==> config.mk <==
export PLATFORM = sky130hd
export DESIGN_NAME = mux_8_way_16_rr_arbiter
export DESIGN_NICKNAME = d
export VERILOG_FILES = /design/src/rtl/mux_arb_pkg.sv /design/src/rtl/mux_8_way_16.sv /design/src/rtl/mux_8_way_16_rr_arbiter.sv
export SDC_FILE = /design/constraint.sdc
export NUM_CORES = 1
export LEC_CHECK = 0
export CORE_MARGIN = 2
export CORE_UTILIZATION = 43
export DETAILED_ROUTE_END_ITERATION = 12
export PLACE_DENSITY_LB_ADDON = 0.05
export SYNTH_ARGS = -nofsm -noshare
export SYNTH_HDL_FRONTEND = slang
export SYNTH_SLANG_ARGS = --single-unit
==> constraint.sdc <==
create_clock -name clk -period 7.7 [get_ports clk]
set_input_delay 0.77 -clock clk [delete_from_list [all_inputs] [get_ports clk]]
set_output_delay 0.77 -clock clk [all_outputs]
set_load 0.1 [all_outputs]
==> src/rtl/mux_arb_pkg.sv <==
// Shared types and helpers for the 8-way round-robin word arbiter.
package mux_arb_pkg;

  localparam int NUM_REQ = 8;
  localparam int SEL_W   = 3;
  localparam int WORD_W  = 16;

  typedef logic [SEL_W-1:0]  sel_t;
  typedef logic [WORD_W-1:0] word_t;
  typedef logic [3:0]        hold_t;

  typedef enum logic {EMPTY, FULL} arb_state_t;

  // First requester with req set, scanning ptr, ptr+1, ... ptr+7 (3-bit wrap).
  // Returns ptr when nothing is requesting; callers qualify with |req.
  function automatic sel_t rr_pick(input logic [NUM_REQ-1:0] req, input sel_t ptr);
    sel_t idx;
    sel_t pick;
    logic found;
    pick  = ptr;
    found = 1'b0;
    for (int k = 0; k < NUM_REQ; k++) begin
      idx = ptr + sel_t'(k);
      if (!found && req[idx]) begin
        pick  = idx;
        found = 1'b1;
      end
    end
    return pick;
  endfunction

endpackage

==> src/rtl/mux_8_way_16.sv <==
// Plain 8-input, 16-bit combinational word selector.
module mux_8_way_16 (
  input  logic [2:0]  sel,
  input  logic [15:0] a,
  input  logic [15:0] b,
  input  logic [15:0] c,
  input  logic [15:0] d,
  input  logic [15:0] e,
  input  logic [15:0] f,
  input  logic [15:0] g,
  input  logic [15:0] h,
  output logic [15:0] out
);

  // Route the selected input word to the output.
  always_comb begin
    out = a;
    case (sel)
      3'd0: out = a;
      3'd1: out = b;
      3'd2: out = c;
      3'd3: out = d;
      3'd4: out = e;
      3'd5: out = f;
      3'd6: out = g;
      3'd7: out = h;
      default: out = a;
    endcase
  end

endmodule

==> src/rtl/mux_8_way_16_rr_arbiter.sv <==
// Round-robin arbiter sharing one 16-bit datapath between 8 requesters.
// The granted word is captured into a single valid/ready output slot.
// Optional burst locking is enabled by defining ARB_LOCK_EN (adds the lock
// port and a per-burst hold counter bounded by MAX_HOLD).
module mux_8_way_16_rr_arbiter
  import mux_arb_pkg::*;
#(
  parameter sel_t RESET_PTR = 3'd0,
  parameter int   MAX_HOLD  = 4
) (
  input  logic        clk,
  input  logic        reset,
  input  logic [7:0]  req,
  input  logic [15:0] a,
  input  logic [15:0] b,
  input  logic [15:0] c,
  input  logic [15:0] d,
  input  logic [15:0] e,
  input  logic [15:0] f,
  input  logic [15:0] g,
  input  logic [15:0] h,
`ifdef ARB_LOCK_EN
  input  logic [7:0]  lock,
`endif
  output logic [7:0]  ack,
  output logic        out_valid,
  input  logic        out_ready,
  output logic [15:0] out_data,
  output logic [2:0]  out_id
);

  // Hold limit must fit the 4-bit counter and allow at least one grant.
  if (MAX_HOLD < 1 || MAX_HOLD > 15) begin : g_bad_max_hold
    $error("MAX_HOLD must be in 1..15");
  end

  arb_state_t state_q, state_d;
  sel_t       ptr_q, ptr_d;
  word_t      data_q, data_d;
  sel_t       id_q, id_d;
  sel_t       winner;
  word_t      mux_out;
  logic       load;
  logic       grant;
`ifdef ARB_LOCK_EN
  hold_t      hold_cnt_q, hold_cnt_d;
  hold_t      hold_inc;
`endif

  mux_8_way_16 u_mux (
    .sel (winner),
    .a   (a),
    .b   (b),
    .c   (c),
    .d   (d),
    .e   (e),
    .f   (f),
    .g   (g),
    .h   (h),
    .out (mux_out)
  );

  // Pick the winner, pulse its ack, and compute the next slot/pointer state.
  always_comb begin
    load    = (state_q == EMPTY) || out_ready;
    winner  = rr_pick(req, ptr_q);
    grant   = load && (|req) && !reset;
    ack     = 8'h00;
    state_d = state_q;
    ptr_d   = ptr_q;
    data_d  = data_q;
    id_d    = id_q;
`ifdef ARB_LOCK_EN
    hold_cnt_d = hold_cnt_q;
    // A locked burst continues only while the same requester keeps winning.
    hold_inc   = ((winner == ptr_q) ? hold_cnt_q : 4'd0) + 4'd1;
`endif
    if (grant) begin
      ack[winner] = 1'b1;
      data_d      = mux_out;
      id_d        = winner;
      state_d     = FULL;
      ptr_d       = winner + sel_t'(1);
`ifdef ARB_LOCK_EN
      hold_cnt_d  = 4'd0;
      if (lock[winner] && (hold_inc < hold_t'(MAX_HOLD))) begin
        ptr_d      = winner;
        hold_cnt_d = hold_inc;
      end
`endif
    end else if (load) begin
      state_d = EMPTY;
    end
  end

  // Slot, pointer and (optional) burst counter registers.
  always_ff @(posedge clk) begin
    if (reset) begin
      state_q <= EMPTY;
      ptr_q   <= RESET_PTR;
      data_q  <= '0;
      id_q    <= '0;
`ifdef ARB_LOCK_EN
      hold_cnt_q <= '0;
`endif
    end else begin
      state_q <= state_d;
      ptr_q   <= ptr_d;
      data_q  <= data_d;
      id_q    <= id_d;
`ifdef ARB_LOCK_EN
      hold_cnt_q <= hold_cnt_d;
`endif
    end
  end

  assign out_valid = (state_q == FULL);
  assign out_data  = data_q;
  assign out_id    = id_q;

endmodule

==> results of run 1 <==
-- stage by stage --
step | hold slack [ps] | setup slack [ps] | cells | area, sq um | util
2_1_floorplan | 773.9 | 1827 | 355 | 3012 | -
3_3_place_gp | 434.5 | 1130 | 594 | 4707 | 0.6928
3_5_place_dp | 446.6 | 935.3 | 594 | 4707 | 0.6928
4_1_cts | 460.8 | 619.9 | 598 | 4752 | 0.6994
5_1_grt | 502.7 | 254.0 | 598 | 4752 | 0.6994
6_report | 457.3 | 612.7 | 598 | 4752 | 0.6994
-- cells by family after synthesis --
group	after synthesis
adders and majority gates	3
muxes	68
AOI/OAI and AO/OA	114
DFF	23
and+or+nand+nor	107
xor gates and xnor gates	5
buffers and inverters	35
-- routing by layer --
layer | global-route usage | vias up | share of wire | wire length, microns
met4 | 0.09930 | 0 | 0.028 | 315
li1 | - | 1683 | - | -
met5 | 0 | - | 0 | 0
met2 | 0.4972 | 144 | 0.50 | 5490
met3 | 0.06975 | 25 | 0.084 | 932
met1 | 0.3520 | 1631 | 0.39 | 4335
-- worst min path at each step --
stage,endpoint,cells after the start,from
final,out_id[0],2,out_id[0]
after global routing,out_id[0],2,out_id[0]
after CTS,out_id[0],2,out_id[0]
after detailed placement,out_id[0],2,out_id[0]
after global placement,out_id[0],2,out_id[0]
after floorplan,ptr_q[0],4,ptr_q[0]
-- flip-flops by register name (all words and copies together) (netlist names) --
signal / cells
out_id: 3
ptr_q: 3
out_data: 16
out_valid: 1
-- cell usage in the layout (no fill, tap or decap), types with 4 or more instances in the layout --
cell type,netlist,routed
nand2_1,32,32
mux2_4,4,4
nor2b_1,4,4
mux2_1,13,13
mux4_2,12,12
o31ai_2,8,7
and2_1,5,5
o21ai_0,4,4
mux2i_1,33,33
a2bb2oi_1,4,4
o21ai_1,8,8
a221oi_1,8,8
nand2b_1,5,5
nor3_1,7,6
nand3_1,6,6
a21oi_1,15,15
nor2_1,27,27
a21o_1,12,12
o2bb2ai_1,9,9
inv_1,6,6
buf_4,2,10
clkdlybuf4s50_1,0,161
a22o_1,10,10
mux2_2,6,6
and3_1,7,7
dfxtp_1,23,23
a31oi_1,13,13
-- layout make-up --
type	instances	area (sq um)	area share
Timing Repair Buffer	171	1687	0.3549
Inverter	7	26.28	0.005529
Clock buffer	4	45.04	0.009479
Sequential cell	23	460.4	0.09689
Tap cell	96	120.1	0.02528
Multi-Input combinational cell	297	2414	0.5079
-- worst max-delay path, stage by stage, from the launching register on --
cell and delay [ps]:
dfxtp_1 880, inv_2 270, ha_1 920, mux2_2 400, mux4_2 500, nand2b_1 260, nor3_1 520, a211oi_4 120
xnor2_4 590, nand2_1 270, nor2_1 160, clkdlybuf4s50_1 1140
==> metrics.cfg, run 1 <==
[cts]
ctsHtreeMaxLevel = 1
numCtsBuffers = 3
path_clk_slew_ps = 80
cts_tree = built
clock_sink_count = 23
post_cts_buffers = 0
clk_latency_ps = 270
holdBufCountCts = 0
cts_max_path_buffers = 2
root_buffer = clkbuf_8
cts_resized = 0

[synth]
synthDominantCellAreaShare = 0.1529
synth_common_cells = mux2i_1, nand2_1, nor2_1, dfxtp_1, clkbuf_1
synth_edf_count = 0
synth_area_leaders = dfxtp_1, mux2i_1, mux4_2
synth_most_common_cell = mux2i_1
synth_ff_type = dfxtp_1
synthDistinctLibCells = 60
ys_async_sr_fraction = 0
yosysTopAreaCell = dfxtp_1
ys_seq_elements = 23
synth_compound_area_frac = 0.2937
syn_inst = 355
synth_simple_gate_area_share = 0.1795
ys_warn_count = 0
synth_fp_nets = 497
synth_area_sq_um = 3012
synth_area_per_cell_sq_um = 8.483
yosys.area_share.adder = 0.01246
synthMuxAreaShare = 0.2904
synth_xor_area_frac = 0.01703
ys_seq_area_frac = 0.1529
synth_top_family_by_area = compound AO/OA/AOI/OAI gates

[setup_path]
crit_path_end = ack[6]
r2r-end = out_data[7]
worstSetupStartpointType = flip-flop
path_max_fanout = 20
required_ps = 6930
end_kind = output pin
r2r-start = ptr_q[0]
cp.arrival_ps = 6320
reg2reg_depth = 14
r2r_slack_ps = 1010
critPathLaunch = ptr_q[0]
path_class = flip-flop to output pin

[sta]
hold_viol = 0
worstMarginPinSlew_ps = 1030
fmax_mhz = 141.1
slew_headroom = 0.3111
period_share = 0.9204
setup_violations = 0
rsz0062_at_grt = false
period_minus_slack_ps = 7087
skew_ps = 1.147
maxSlewViolCount = 0
tns_ps = 0

[run_status]
outcome = complete, no violations

[grt]
grt_max_degree = 26
grt_usage = 0.2887
gr-total-overflow = 0
grt_pass1_wl_microns = 17570
first_global_vias = 3566
antenna_found_initial = 0

[routing]
drcViolationCount = 0
drt-initial-drc-count = 170
drt-pass1-iter-count = 4
viasPerCell = 5.824
num_vias = 3483
drtAntennaViolNets = 0
wl_per_cell_microns = 18.52
wl_microns = 11070

[die]
start_util = 0.4433
die_area_sq_um = 7690
die_y_microns = 87.69
fp.dieW_microns = 87.69
num_rows = 30
coreArea_sq_um = 6794
ioPinCount = 167

[cells_and_area]
drive_above_1_share = 0.1016
diodes = 0
fillers = 584
nets = 645
area_growth_pct = 57.79

[place]
io_buffers = 166
dp.final_hpwl_microns = 8966
gp_congestion = 0.9023

[run]
cap_violations = 0

[hold_path]
hold_class = flip-flop to flip-flop

Power of run 1 is left out: the tool's default activity adds up to more than one toggle a clock period on the data nets, which glitch-free logic cannot reach.
==> run 2, diff against run 1 <==
--- a/config.mk
+++ b/config.mk
@@ -5,7 +5,8 @@
 export SDC_FILE = /design/constraint.sdc
 export NUM_CORES = 1
 export LEC_CHECK = 0
-export CORE_MARGIN = 2
+export CORE_ASPECT_RATIO = 1.75
+export CORE_MARGIN = 4
 export CORE_UTILIZATION = 43
 export DETAILED_ROUTE_END_ITERATION = 12
 export PLACE_DENSITY_LB_ADDON = 0.05
==> metrics.cfg, run 2 (synthesized netlist as in run 1, its figures left out) <==
[run_status]
outcome = complete, no violations

[grt]
gr-total-overflow = 0  ; unchanged
first_global_vias = 3801  ; +6.6%
grt_pass1_wl_microns = 19060  ; +8.5%
grt_usage = 0.2876  ; -0.001129
antenna_found_initial = 0  ; unchanged
grt_max_degree = 38  ; +46%

[setup_path]
r2r-end = out_data[7]
path_max_fanout = 20  ; unchanged
critical_path.slowest_cell = clkdlybuf4s50_1
cp_slowest_stage_delay_ps = 1150  ; about the same
crit_chain = inv_1, ha_1, mux2_2, mux4_2, nand2b_1, nor3_1, a211oi_4, xnor2_1, nand2_1, nor2_1, clkdlybuf4s50_1
required_ps = 6930  ; about the same
reg2reg_depth = 14  ; unchanged
r2r-start = ptr_q[1]
end_kind = output pin
path_class = flip-flop to output pin
worstSetupStartpointType = flip-flop
cp.arrival_ps = 5960  ; -360 ps
r2r_slack_ps = 1320  ; +310 ps

[cts]
cts_tree = built
ctsHtreeMaxLevel = 1  ; unchanged
clock_sink_count = 23  ; unchanged
cts_resized = 0  ; unchanged
post_cts_buffers = 0  ; unchanged
holdBufCountCts = 0  ; unchanged
path_clk_slew_ps = 60  ; -20 ps
root_buffer = clkbuf_16
clk_latency_ps = 260  ; about the same
numCtsBuffers = 3  ; unchanged
cts_max_path_buffers = 2  ; unchanged

[sta]
worstMarginPinSlew_ps = 1053  ; +23.13 ps
hold_viol = 0  ; unchanged
period_minus_slack_ps = 6727  ; -359.9 ps
maxSlewViolCount = 0  ; unchanged
slew_headroom = 0.2956  ; -0.01547
whs_ps = 465.2  ; +7.963 ps
tns_ps = 0  ; unchanged
fmax_mhz = 148.6  ; +5.4%
period_share = 0.8737  ; -0.04675
setup_violations = 0  ; unchanged
skew_ps = 2.556  ; +1.409 ps
rsz0062_at_grt = false

[die]
coreArea_sq_um = 6857  ; +0.92%
die_area_sq_um = 8459  ; +10%
die_y_microns = 118.7  ; +35%
start_util = 0.4392  ; -0.004045
ioPinCount = 167  ; unchanged
fp.dieW_microns = 71.26  ; -19%
num_rows = 40  ; +33%

[cells_and_area]
diodes = 0  ; unchanged
fillers = 583  ; -0.17%
nets = 645  ; unchanged
multi_input_area_sq_um = 2414  ; unchanged
instances_no_fill = 586  ; -2.0%
drive_above_1_share = 0.09960  ; -0.001992
layout_commonest_cell = clkdlybuf4s50_1
fin_util = 0.6962  ; -0.003280
area_growth_pct = 58.50
layout_common_cells = clkdlybuf4s50_1, mux2i_1, nand2_1
register_area_sq_um = 460.4  ; unchanged
largest_register_ff_count = 16  ; unchanged

[routing]
drtAntennaViolNets = 0  ; unchanged
drt-initial-drc-count = 140  ; -18%
drcViolationCount = 0  ; unchanged
drt-pass1-iter-count = 4  ; unchanged
viasPerCell = 5.976  ; +2.6%
wl_microns = 12520  ; +13%
wl_per_cell_microns = 21.37  ; +15%
num_vias = 3502  ; +0.55%

[hold_path]
worstHoldEndpoint = out_data[14]
hold_class = flip-flop to flip-flop
min_from = out_data[14]
worst_hold_path.num_cells = 2  ; unchanged

[place]
io_buffers = 166  ; unchanged
dp.final_hpwl_microns = 10310  ; +15%
gp_congestion = 0.9225  ; +2.2%
placed_cells = 582  ; -2.0%

[run]
cap_violations = 0  ; unchanged

## run 2: cell count changes in the layout (fill, tap and decap cells not counted), sizes merged
| cell | delta |
|---|---|
| buf | -1 |
| clkdlybuf4s50 | +1 |
## run 2: layout make-up
class | instances | share of cell area
repair buffers | 171 | 0.3539
multi-input cells | 297 | 0.5056
flip-flops and latches | 23 | 0.09646
inverters | 7 | 0.005505
clock buffers | 4 | 0.01651
well taps | 84 | 0.02202
## run 2: layer usage
layer,vias to the layer above,routed length [microns],global-route usage
met2,158,7379,0.5950
li1,1677,-,-
met4,0,537,0.1271
met1,1634,3909,0.2508
met3,33,696,0.04681
met5,-,0,0
## run 2: worst max path at each step
stage                     slack, ps     start  depth (start not counted)     end
final                           970  ptr_q[1]                         11  ack[7]
after detailed placement       1310  ptr_q[1]                         11  ack[7]
after CTS                      1010  ptr_q[1]                         11  ack[7]
after floorplan                1830  ptr_q[1]                         15  ack[0]
after global placement         1500  ptr_q[1]                         11  ack[7]
after global routing            660  ptr_q[1]                         11  ack[3]
## run 2: critical path: cells and delay by family (launching register included)
family,cells,cell delay (ps)
adders and majority gates,1,870
muxes,2,910
AOI/OAI and AO/OA,1,130
xor gates and xnor gates,1,530
buffers and inverters,2,1330
DFF,1,660
and+or+nand+nor,4,1260
## run 2: per-stage QoR
stage	setup WS [ps]	cell area, sq um
global placement	1499	4695
floorplan	1827	3012
CTS	1010	4773
detailed placement	1306	4695
finish	972.7	4773
global route	663.3	4773
Power of run 2 is left out for the same reason.
